<file path="config.mk">
export PLATFORM = sky130hd
export DESIGN_NAME = unidade_acesso_memoria
export DESIGN_NICKNAME = d
export VERILOG_FILES = /design/src/rtl/unidade_acesso_memoria.sv
export SDC_FILE = /design/constraint.sdc
export NUM_CORES = 1
export LEC_CHECK = 0
export ABC_AREA = 1
export CAP_MARGIN = 15
export CORE_ASPECT_RATIO = 1.25
export CORE_UTILIZATION = 48
export CTS_CLUSTER_DIAMETER = 30
export DETAILED_ROUTE_END_ITERATION = 16
export PLACE_DENSITY_LB_ADDON = 0.2
export SLEW_MARGIN = 0
export SYNTH_ARGS = -nofsm -noshare
export SYNTH_HDL_FRONTEND = slang
export SYNTH_SLANG_ARGS = --single-unit
</file>
<file path="constraint.sdc">
create_clock -name Clock -period 2.98 [get_ports Clock]
set_clock_uncertainty 0.15 [all_clocks]
set_input_delay 0.447 -clock Clock [delete_from_list [all_inputs] [get_ports Clock]]
set_output_delay 0.447 -clock Clock [all_outputs]
set_load 0.01 [all_outputs]
</file>
<file path="src/rtl/unidade_acesso_memoria.sv">
// Load/store sequencer in front of the data memory: computes base+offset,
// drives EscMem/LerMem for single-byte stores and 1..4-beat load bursts.
module unidade_acesso_memoria #(
    parameter int unsigned LARGURA_DADO = 8,
    parameter int unsigned LARGURA_END  = 8,
    parameter int unsigned BITS_QUANT   = 2
) (
    input  logic                    Clock,
    input  logic                    Reset,
    input  logic                    Requisicao,
    input  logic                    Escrita,
    input  logic [LARGURA_END-1:0]  Base,
    input  logic [LARGURA_END-1:0]  Deslocamento,
    input  logic [BITS_QUANT-1:0]   Quant,
    input  logic [LARGURA_DADO-1:0] DadoEntrada,
    output logic                    Ocupado,
    output logic [LARGURA_DADO-1:0] DadoSaida,
    output logic                    DadoValido,
    output logic                    Fim,
    output logic [LARGURA_END-1:0]  Endereco,
    output logic [LARGURA_DADO-1:0] DadoEscrito,
    output logic                    EscMem,
    output logic                    LerMem,
    input  logic [LARGURA_DADO-1:0] DadoLido
);

    typedef enum logic [1:0] {
        OCIOSO   = 2'd0,
        ESCREVER = 2'd1,
        LER      = 2'd2
    } estado_t;

    estado_t                 estado_q, estado_d;
    logic [BITS_QUANT-1:0]   cont_q, cont_d;
    logic [LARGURA_END-1:0]  endereco_q, endereco_d;
    logic [LARGURA_DADO-1:0] dado_escrito_q, dado_escrito_d;
    logic [LARGURA_DADO-1:0] dado_saida_q, dado_saida_d;
    logic                    dado_valido_q, dado_valido_d;
    logic                    fim_q, fim_d;
    logic                    esc_mem_q, esc_mem_d;
    logic                    ler_mem_q, ler_mem_d;
    logic [LARGURA_END-1:0]  end_efetivo;

    // Carry out of the address add is discarded (wraps modulo 2^LARGURA_END).
    assign end_efetivo = LARGURA_END'(Base + Deslocamento);

    // State and registered outputs.
    always_ff @(posedge Clock or posedge Reset) begin
        if (Reset) begin
            estado_q       <= OCIOSO;
            cont_q         <= '0;
            endereco_q     <= '0;
            dado_escrito_q <= '0;
            dado_saida_q   <= '0;
            dado_valido_q  <= 1'b0;
            fim_q          <= 1'b0;
            esc_mem_q      <= 1'b0;
            ler_mem_q      <= 1'b0;
        end else begin
            estado_q       <= estado_d;
            cont_q         <= cont_d;
            endereco_q     <= endereco_d;
            dado_escrito_q <= dado_escrito_d;
            dado_saida_q   <= dado_saida_d;
            dado_valido_q  <= dado_valido_d;
            fim_q          <= fim_d;
            esc_mem_q      <= esc_mem_d;
            ler_mem_q      <= ler_mem_d;
        end
    end

    // Next-state and next-output logic; strobes default low each cycle.
    always_comb begin
        estado_d       = estado_q;
        cont_d         = cont_q;
        endereco_d     = endereco_q;
        dado_escrito_d = dado_escrito_q;
        dado_saida_d   = dado_saida_q;
        dado_valido_d  = 1'b0;
        fim_d          = 1'b0;
        esc_mem_d      = esc_mem_q;
        ler_mem_d      = ler_mem_q;

        unique case (estado_q)
            OCIOSO: begin
                if (Requisicao) begin
                    endereco_d = end_efetivo;
                    if (Escrita) begin
                        estado_d       = ESCREVER;
                        esc_mem_d      = 1'b1;
                        ler_mem_d      = 1'b0;
                        dado_escrito_d = DadoEntrada;
                    end else begin
                        estado_d  = LER;
                        ler_mem_d = 1'b1;
                        esc_mem_d = 1'b0;
                        cont_d    = Quant;
                    end
                end
            end
            ESCREVER: begin
                estado_d  = OCIOSO;
                esc_mem_d = 1'b0;
                fim_d     = 1'b1;
            end
            LER: begin
                // DadoLido was fetched on the preceding negedge for endereco_q.
                dado_saida_d  = DadoLido;
                dado_valido_d = 1'b1;
                if (cont_q == '0) begin
                    estado_d  = OCIOSO;
                    ler_mem_d = 1'b0;
                    fim_d     = 1'b1;
                end else begin
                    cont_d     = cont_q - 1'b1;
                    endereco_d = endereco_q + 1'b1;
                end
            end
            default: begin
                estado_d  = OCIOSO;
                esc_mem_d = 1'b0;
                ler_mem_d = 1'b0;
            end
        endcase
    end

    assign Ocupado     = (estado_q != OCIOSO);
    assign DadoSaida   = dado_saida_q;
    assign DadoValido  = dado_valido_q;
    assign Fim         = fim_q;
    assign Endereco    = endereco_q;
    assign DadoEscrito = dado_escrito_q;
    assign EscMem      = esc_mem_q;
    assign LerMem      = ler_mem_q;

endmodule
</file>
## After elaboration in Yosys (flattened, before gate mapping)

Cells that the tools add are included.

- Add/sub/neg operators: 3
- Reduce and logical (&&, ||, !) cells: 10
- Eq/ne operators: 6
- Multiplexer cells: 21
- Bitwise operators: 2

Operators with widths:

| cell | number |
|---|---|
| $mux W8 | 2 |
| $pmux W8 S2 | 1 |
| $mux W2 | 6 |
| $reduce_and A3 Y1 | 3 |
| $add A8 B1 Y8 const B | 1 |
| $add A8 B8 Y8 | 1 |
| $ne A2 B2 Y1 const B | 4 |
| $pmux W2 S2 | 2 |
| $mux W1 | 7 |
| $logic_not A2 Y1 | 2 |
| $pmux W1 S2 | 2 |
| $reduce_and A2 Y1 | 2 |
| $reduce_and A4 Y1 | 1 |
| $reduce_bool A2 Y1 | 2 |
| $pmux W1 S3 | 1 |
| $eq A2 B1 Y1 const B | 1 |
| $eq A2 B2 Y1 const B | 1 |
| $not A1 Y1 | 2 |
| $sub A2 B1 Y2 const B | 1 |

- Output and inout bits: 29
- Logic and storage cells: 51
- Input port bits: 38
- Register bits: 32

## Logic depth before layout (Yosys ltp)

Gate-level depths: netlist (run 1).

- Word-level depth: 3
- Gate-level depth with buffers: 10

## Least setup slack after synthesis (run 1)

OpenSTA, ideal clock, no wires.

- Path kind: input -> register
- Start: input Base[0]
- End: register endereco_q[4] (netlist: Endereco[4])
- Stages on the path: 7
- Slack: 1.328 ns
- Library setup time: 0.078 ns
- Data required time: 2.752 ns
- Data arrival time: 1.425 ns
- Path through: ha_1 inv_1 fa_1 nor2_1 nor3_1 nand3b_1 a21boi_1

- Longest elaborated chain between the ends: 3

RTL lines:

| element | line | source |
|---|---|---|
| start, declared | 12 | `input logic [LARGURA_END-1:0] Base,` |
| $add A8 B8 Y8 | 45 | `assign end_efetivo = LARGURA_END'(Base + Deslocamento);` |
| $mux W8 | 86 | `if (Requisicao) begin` |
| $pmux W8 S2 | 84 | `unique case (estado_q)` |
| end signal, assigned | 62 | `endereco_q <= endereco_d;` |
| end, declared | 35 | `logic [LARGURA_END-1:0] endereco_q, endereco_d;` |

No other way between the ends. The select of a mux whose other input is x is not followed.
A chain may end at the register's enable or synchronous reset.

## Final worst setup path (run 1)

- Start: register estado_q[0]
- End: output Ocupado

- Longest elaborated chain between the ends: 1

RTL lines:

| element | line | source |
|---|---|---|
| start, declared | 33 | `estado_t estado_q, estado_d;` |
| start signal, assigned | 60 | `estado_q <= estado_d;` |
| $reduce_bool A2 Y1 | 127 | `assign Ocupado = (estado_q != OCIOSO);` |
| end, declared | 16 | `output logic Ocupado,` |

No other way between the ends.

==> results.json, run 1 <==
{
  "clkTransAtPathRegs_ns": 0.07,
  "cts-buffers-inserted": 5,
  "synth_area_leaders": "dfrtp_1, nand2_1, ha_1",
  "path_class": "reg -> out",
  "drt_wl_total_microns": 4180,
  "cap_violations": 0,
  "die_h_microns": 71.8,
  "finalCritPeriodShare": 0.737,
  "fp-row-count": 25,
  "ys_warn_count": 0,
  "post-route-min-period_ns": 2.20,
  "start_kind": "flop",
  "gr-usage-met2": 0.386,
  "initial_utilization": 0.499,
  "slew_headroom": 0.731,
  "worstPathRequired_ns": 2.38,
  "htree_levels": 2,
  "finalSetupViolCount": 0,
  "drc": 3,
  "vdd_ir_drop_max_uv": 506,
  "dieArea_sq_mm": 0.00416,
  "grt_pass1_vias": 1675,
  "die_w_microns": 57.9,
  "grt_max_degree": 33,
  "clk_latency_ns": 0.29,
  "met3_usage": 0.0776,
  "cts_hold_buf": 0,
  "grt_usage": 0.221,
  "ff_latch_area_sq_um": 801,
  "synth_seq_cells": 32,
  "place_hpwl_microns": 3180,
  "drt-initial-drc-count": 73,
  "portBuffers": 66,
  "postCtsResizedCells": 0,
  "grt_pass1_wl_microns": 7000,
  "coreArea_sq_mm": 0.00375,
  "post-cts-setup-buffer-count": 0,
  "viasPerCell": 5.08,
  "routedWlPerCell_microns": 12.2,
  "violations": "design-rule violations",
  "layout-drive-gt1-share": 0.0888,
  "hold_class": "reg -> reg",
  "synth.net_count": 283,
  "place.gp.congestion": 0.827,
  "cts_sinks": 32,
  "busiest_layer": "met2",
  "hold_violations": 0,
  "crit_arrival_ns": 1.60,
  "syn_to_final_growth_pct": 42.4,
  "synth_top_area_cell": "dfrtp_1",
  "grt-ovfl-total": 0,
  "worstMarginPinSlew_ns": 0.404,
  "syn_inst": 232,
  "ys_seq_area_frac": 0.428,
  "finalMaxSlewViolations": 0,
  "cts_tree": "built",
  "final_cell_mix": "nand2_1, clkdlybuf4s50_1, dfrtp_1, inv_1, nor2_1",
  "power.leakage_uw": 0.00130,
  "rsz0062_at_grt": "no",
  "final_nets": 355,
  "layout_commonest_cell": "nand2_1",
  "endpoint_kind": "output port",
  "fin_util": 0.710,
  "drtAntennaViolNets": 0,
  "dr.pass1.iters": 10,
  "synth_area_per_cell_sq_um": 8.07,
  "clockBufferDepth": 2,
  "p_per_area_mw_per_mm2": 910,
  "use_met1": 0.238,
  "antenna_cells": 0,
  "antenna_found_initial": 0,
  "vias": 1748,
  "fmax_ghz": 0.455,
  "dp_cells": 337,
  "pin_count": 67,
  "ys_types": 31,
  "status": "finished with violations",
  "multiInputGateArea_sq_um": 927,
  "cts-root-buf": "clkbuf_8",
  "crit_fanout": 3,
  "netlist_area_sq_mm": 0.00187,
  "synth_top_area_share": 0.428,
  "tns_ns": 0,
  "nFillCells": 338,
  "layout.cells.non_filler": 344
}
-- worst max-delay path, cell delays in order (launching register included) --
cell             delay [ns]
dfrtp_1                0.38
inv_1                  0.07
ha_1                   0.24
inv_2                  0.09
clkdlybuf4s50_1        0.53
-- cell families after synthesis --
| logic type | after synthesis | share of synthesized area |
|---|---|---|
| XOR/XNOR | 1 | 0.00468 |
| AND/OR/NAND/NOR | 111 | 0.255 |
| adder cells (fa/ha/maj) | 13 | 0.0908 |
| multiplexers | 8 | 0.0481 |
| buffers and inverters | 36 | 0.0775 |
| AO/OA/AOI/OAI | 31 | 0.0969 |
| flip-flops | 32 | 0.428 |
-- registers in the layout, summed over array words and instances, names as in the netlist --
signal and cells:
LerMem 1, EscMem 1, Fim 1, DadoSaida 8, Endereco 8, DadoEscrito 8
estado_q 2, DadoValido 1, cont_q 2
-- power by group --
part           switching, uW  internal [uW]
sequential               144            649
clock                    160            159
combinational            639            674
total                    944           1480
-- area by class of cell --
class	count	area share
Multi-Input combinational cell	164	0.348
Inverter	32	0.0479
Sequential cell	32	0.300
Timing Repair Buffer	69	0.256
Clock buffer	6	0.0272
Clock inverter	1	0.00188
Tap cell	40	0.0188
-- per-layer routing --
layer  routed length [microns]  part of all wire  vias up
met4                        85             0.020        0
met5                         0                 0        -
met3                       273             0.065        9
li1                          -                 -      879
met1                      1670              0.40      816
met2                      2160              0.52       44
-- synthesized netlist by cell type --
library cell,number
fa_1,1
a21boi_0,1
clkbuf_1,2
or2_2,1
o21ai_2,2
o21ai_0,12
a21boi_1,3
or2_4,1
o211ai_1,2
inv_6,1
nand4_1,2
mux2_2,8
dfrtp_1,32
nor2_4,2
nand2_1,70
o21ai_1,2
inv_1,29
nand3b_1,1
nor2_1,15
or2_0,2
a21oi_1,8
nand2_2,1
nand3_1,14
buf_2,2
a32oi_1,1
nor3_1,1
xnor2_1,1
or2_1,1
inv_4,1
ha_1,12
inv_2,1
-- worst paths after layout --
kind                              startpoint      endpoint  slack [ns]  depth (start not counted)
worst max-delay path             estado_q[0]       Ocupado        0.78                          4
worst min-delay path            DadoSaida[5]  DadoSaida[5]        0.32                          2
worst max register to register   estado_q[0]     cont_q[1]        1.08                          9
worst min register to register  DadoSaida[5]  DadoSaida[5]        0.32                          2
max in group asynchronous              Reset  DadoSaida[3]        1.99                          3
min in group asynchronous              Reset   Endereco[5]        0.39                          3
-- metrics by stage --
stage	total power, uW	area (sq um)	hold WS (ns)	setup WS [ns]
6_report	2430	2670	0.322	0.782
5_1_grt	2610	2670	0.344	0.710
4_1_cts	2450	2670	0.327	0.780
3_5_place_dp	2130	2590	0.312	0.753
3_3_place_gp	2090	2590	0.303	0.787
2_1_floorplan	1520	1870	0.328	1.33
No activity file was read; power rests on OpenSTA's default activity.
==> run 2: changes to the inputs <==
Settings changed: CORE_UTILIZATION 48 to 45.
Clock period 2.98 ns to 2.24 ns, I/O delays scaled along.
==> results.json, run 2 (synthesized netlist as in run 1, its figures left out) <==
{
  "multiInputGateArea_sq_um": 927,
  "final_cell_area_sq_mm": 0.00274,
  "p_per_area_mw_per_mm2": 1250,
  "drtAntennaViolNets": 0,
  "ff_latch_area_sq_um": 801,
  "syn_to_final_growth_pct": 46.3,
  "place.gp.congestion": 0.774,
  "cts-buffers-inserted": 5,
  "die_w_microns": 59.7,
  "cp_slowest_cell": "clkdlybuf4s50_1",
  "antenna_cells": 0,
  "clk_latency_ns": 0.28,
  "die_h_microns": 74.1,
  "grt_pass1_wl_microns": 7070,
  "dpl-instance-area_sq_mm": 0.00261,
  "grt_pass1_vias": 1715,
  "finalMaxSlewViolations": 0,
  "fp-row-count": 25,
  "cts_sinks": 32,
  "path_class": "reg -> out",
  "finalCritPeriodShare": 0.922,
  "viasPerCell": 4.85,
  "start_kind": "flop",
  "post-cts-setup-buffer-count": 0,
  "layout.cells.non_filler": 360,
  "vias": 1745,
  "crit_arrival_ns": 1.58,
  "met3_usage": 0.0696,
  "dr.pass1.iters": 4,
  "drt_wl_total_microns": 4170,
  "endpoint_kind": "output port",
  "cts_tree": "built",
  "crit_fanout": 3,
  "clockBufferDepth": 2,
  "cap_violations": 0,
  "dp_cells": 352,
  "initial_utilization": 0.483,
  "clkTransAtPathRegs_ns": 0.07,
  "crit_path_max_incr_delay_ns": 0.53,
  "fmax_ghz": 0.484,
  "layout-drive-gt1-share": 0.0980,
  "coreArea_sq_mm": 0.00388,
  "post-route-min-period_ns": 2.06,
  "power.leakage_uw": 0.00133,
  "nFillCells": 343,
  "portBuffers": 66,
  "dieArea_sq_mm": 0.00443,
  "hold_class": "in -> async",
  "pin_count": 67,
  "status": "completed",
  "tns_ns": 0,
  "htree_levels": 2,
  "final_cell_mix": "nand2_1, clkdlybuf4s50_1, dfrtp_1, inv_1, nor2_1",
  "postCtsResizedCells": 0,
  "path_cells": "inv_1 -> ha_1 -> inv_2 -> clkdlybuf4s50_1",
  "layout_commonest_cell": "nand2_1",
  "grt-ovfl-total": 0,
  "grt_usage": 0.212,
  "grt_max_degree": 33,
  "use_met1": 0.235,
  "hold_violations": 0,
  "final_nets": 356,
  "drt-initial-drc-count": 68,
  "busiest_layer": "met2",
  "worstMarginPinSlew_ns": 0.411,
  "cts_hold_buf": 0,
  "place_hpwl_microns": 3230,
  "finalSetupViolCount": 0,
  "slew_headroom": 0.726,
  "gr-usage-met2": 0.373,
  "routedWlPerCell_microns": 11.6,
  "drc": 0,
  "worstPathRequired_ns": 1.75,
  "vdd_ir_drop_max_uv": 862,
  "rsz0062_at_grt": "no",
  "cts-root-buf": "clkbuf_8",
  "antenna_found_initial": 0
}
[run 2: changes by cell type in the layout (fill, tap and decap cells not counted)]
cell,change
clkbuf_8,+2
bufinv_16,+1
buf_4,+1
clkinv_2,-1
clkbuf_1,-1
[run 2: routing by layer]
metal | up-vias | share of wire
li1 | 889 | -
met1 | 793 | 0.42
met2 | 56 | 0.49
met3 | 7 | 0.081
met4 | 0 | 0.013
met5 | - | 0
[run 2: through the flow]
stage                     utilization  hold WS [ns]  setup slack, ns  total power [uW]
after floorplan                     -         0.299            0.597              2030
after global placement          0.674         0.303            0.175              2800
after detailed placement        0.674         0.308            0.127              2850
after CTS                       0.706         0.312            0.156              3460
after global routing            0.706         0.346           0.0805              3700
final                           0.706         0.299            0.175              3420
[run 2: final timing paths]
kind                              startpoint           end  slack [ns]  cells after the start
max in group asynchronous              Reset           Fim        1.34                      3
worst max register to register   estado_q[0]   Endereco[3]        0.31                      8
worst max-delay path             estado_q[0]       Ocupado        0.18                      4
min in group Clock              DadoSaida[2]  DadoSaida[2]        0.32                      2
worst min register to register  DadoSaida[2]  DadoSaida[2]        0.32                      2
worst min-delay path                   Reset  DadoSaida[7]        0.30                      3
[run 2: worst max-delay path, delay by kind of cell, from the launching register on]
family                   cells  cell delay, ns
flip-flops                   1            0.38
adder cells (fa/ha/maj)      1            0.24
buffers and inverters        3            0.68
[run 2: cell type report]
type | instances | share of cell area
Clock inverter | 1 | 0.0110
Tap cell | 54 | 0.0247
Inverter | 32 | 0.0466
Clock buffer | 7 | 0.0352
Sequential cell | 32 | 0.292
Multi-Input combinational cell | 164 | 0.338
Timing Repair Buffer | 70 | 0.252
[run 2: power breakdown]
part	switching, uW	total, uW	leakage, uW	internal, uW
sequential	198	1060	0.000388	863
clock	207	599	0.0000645	392
combinational	855	1760	0.000874	908
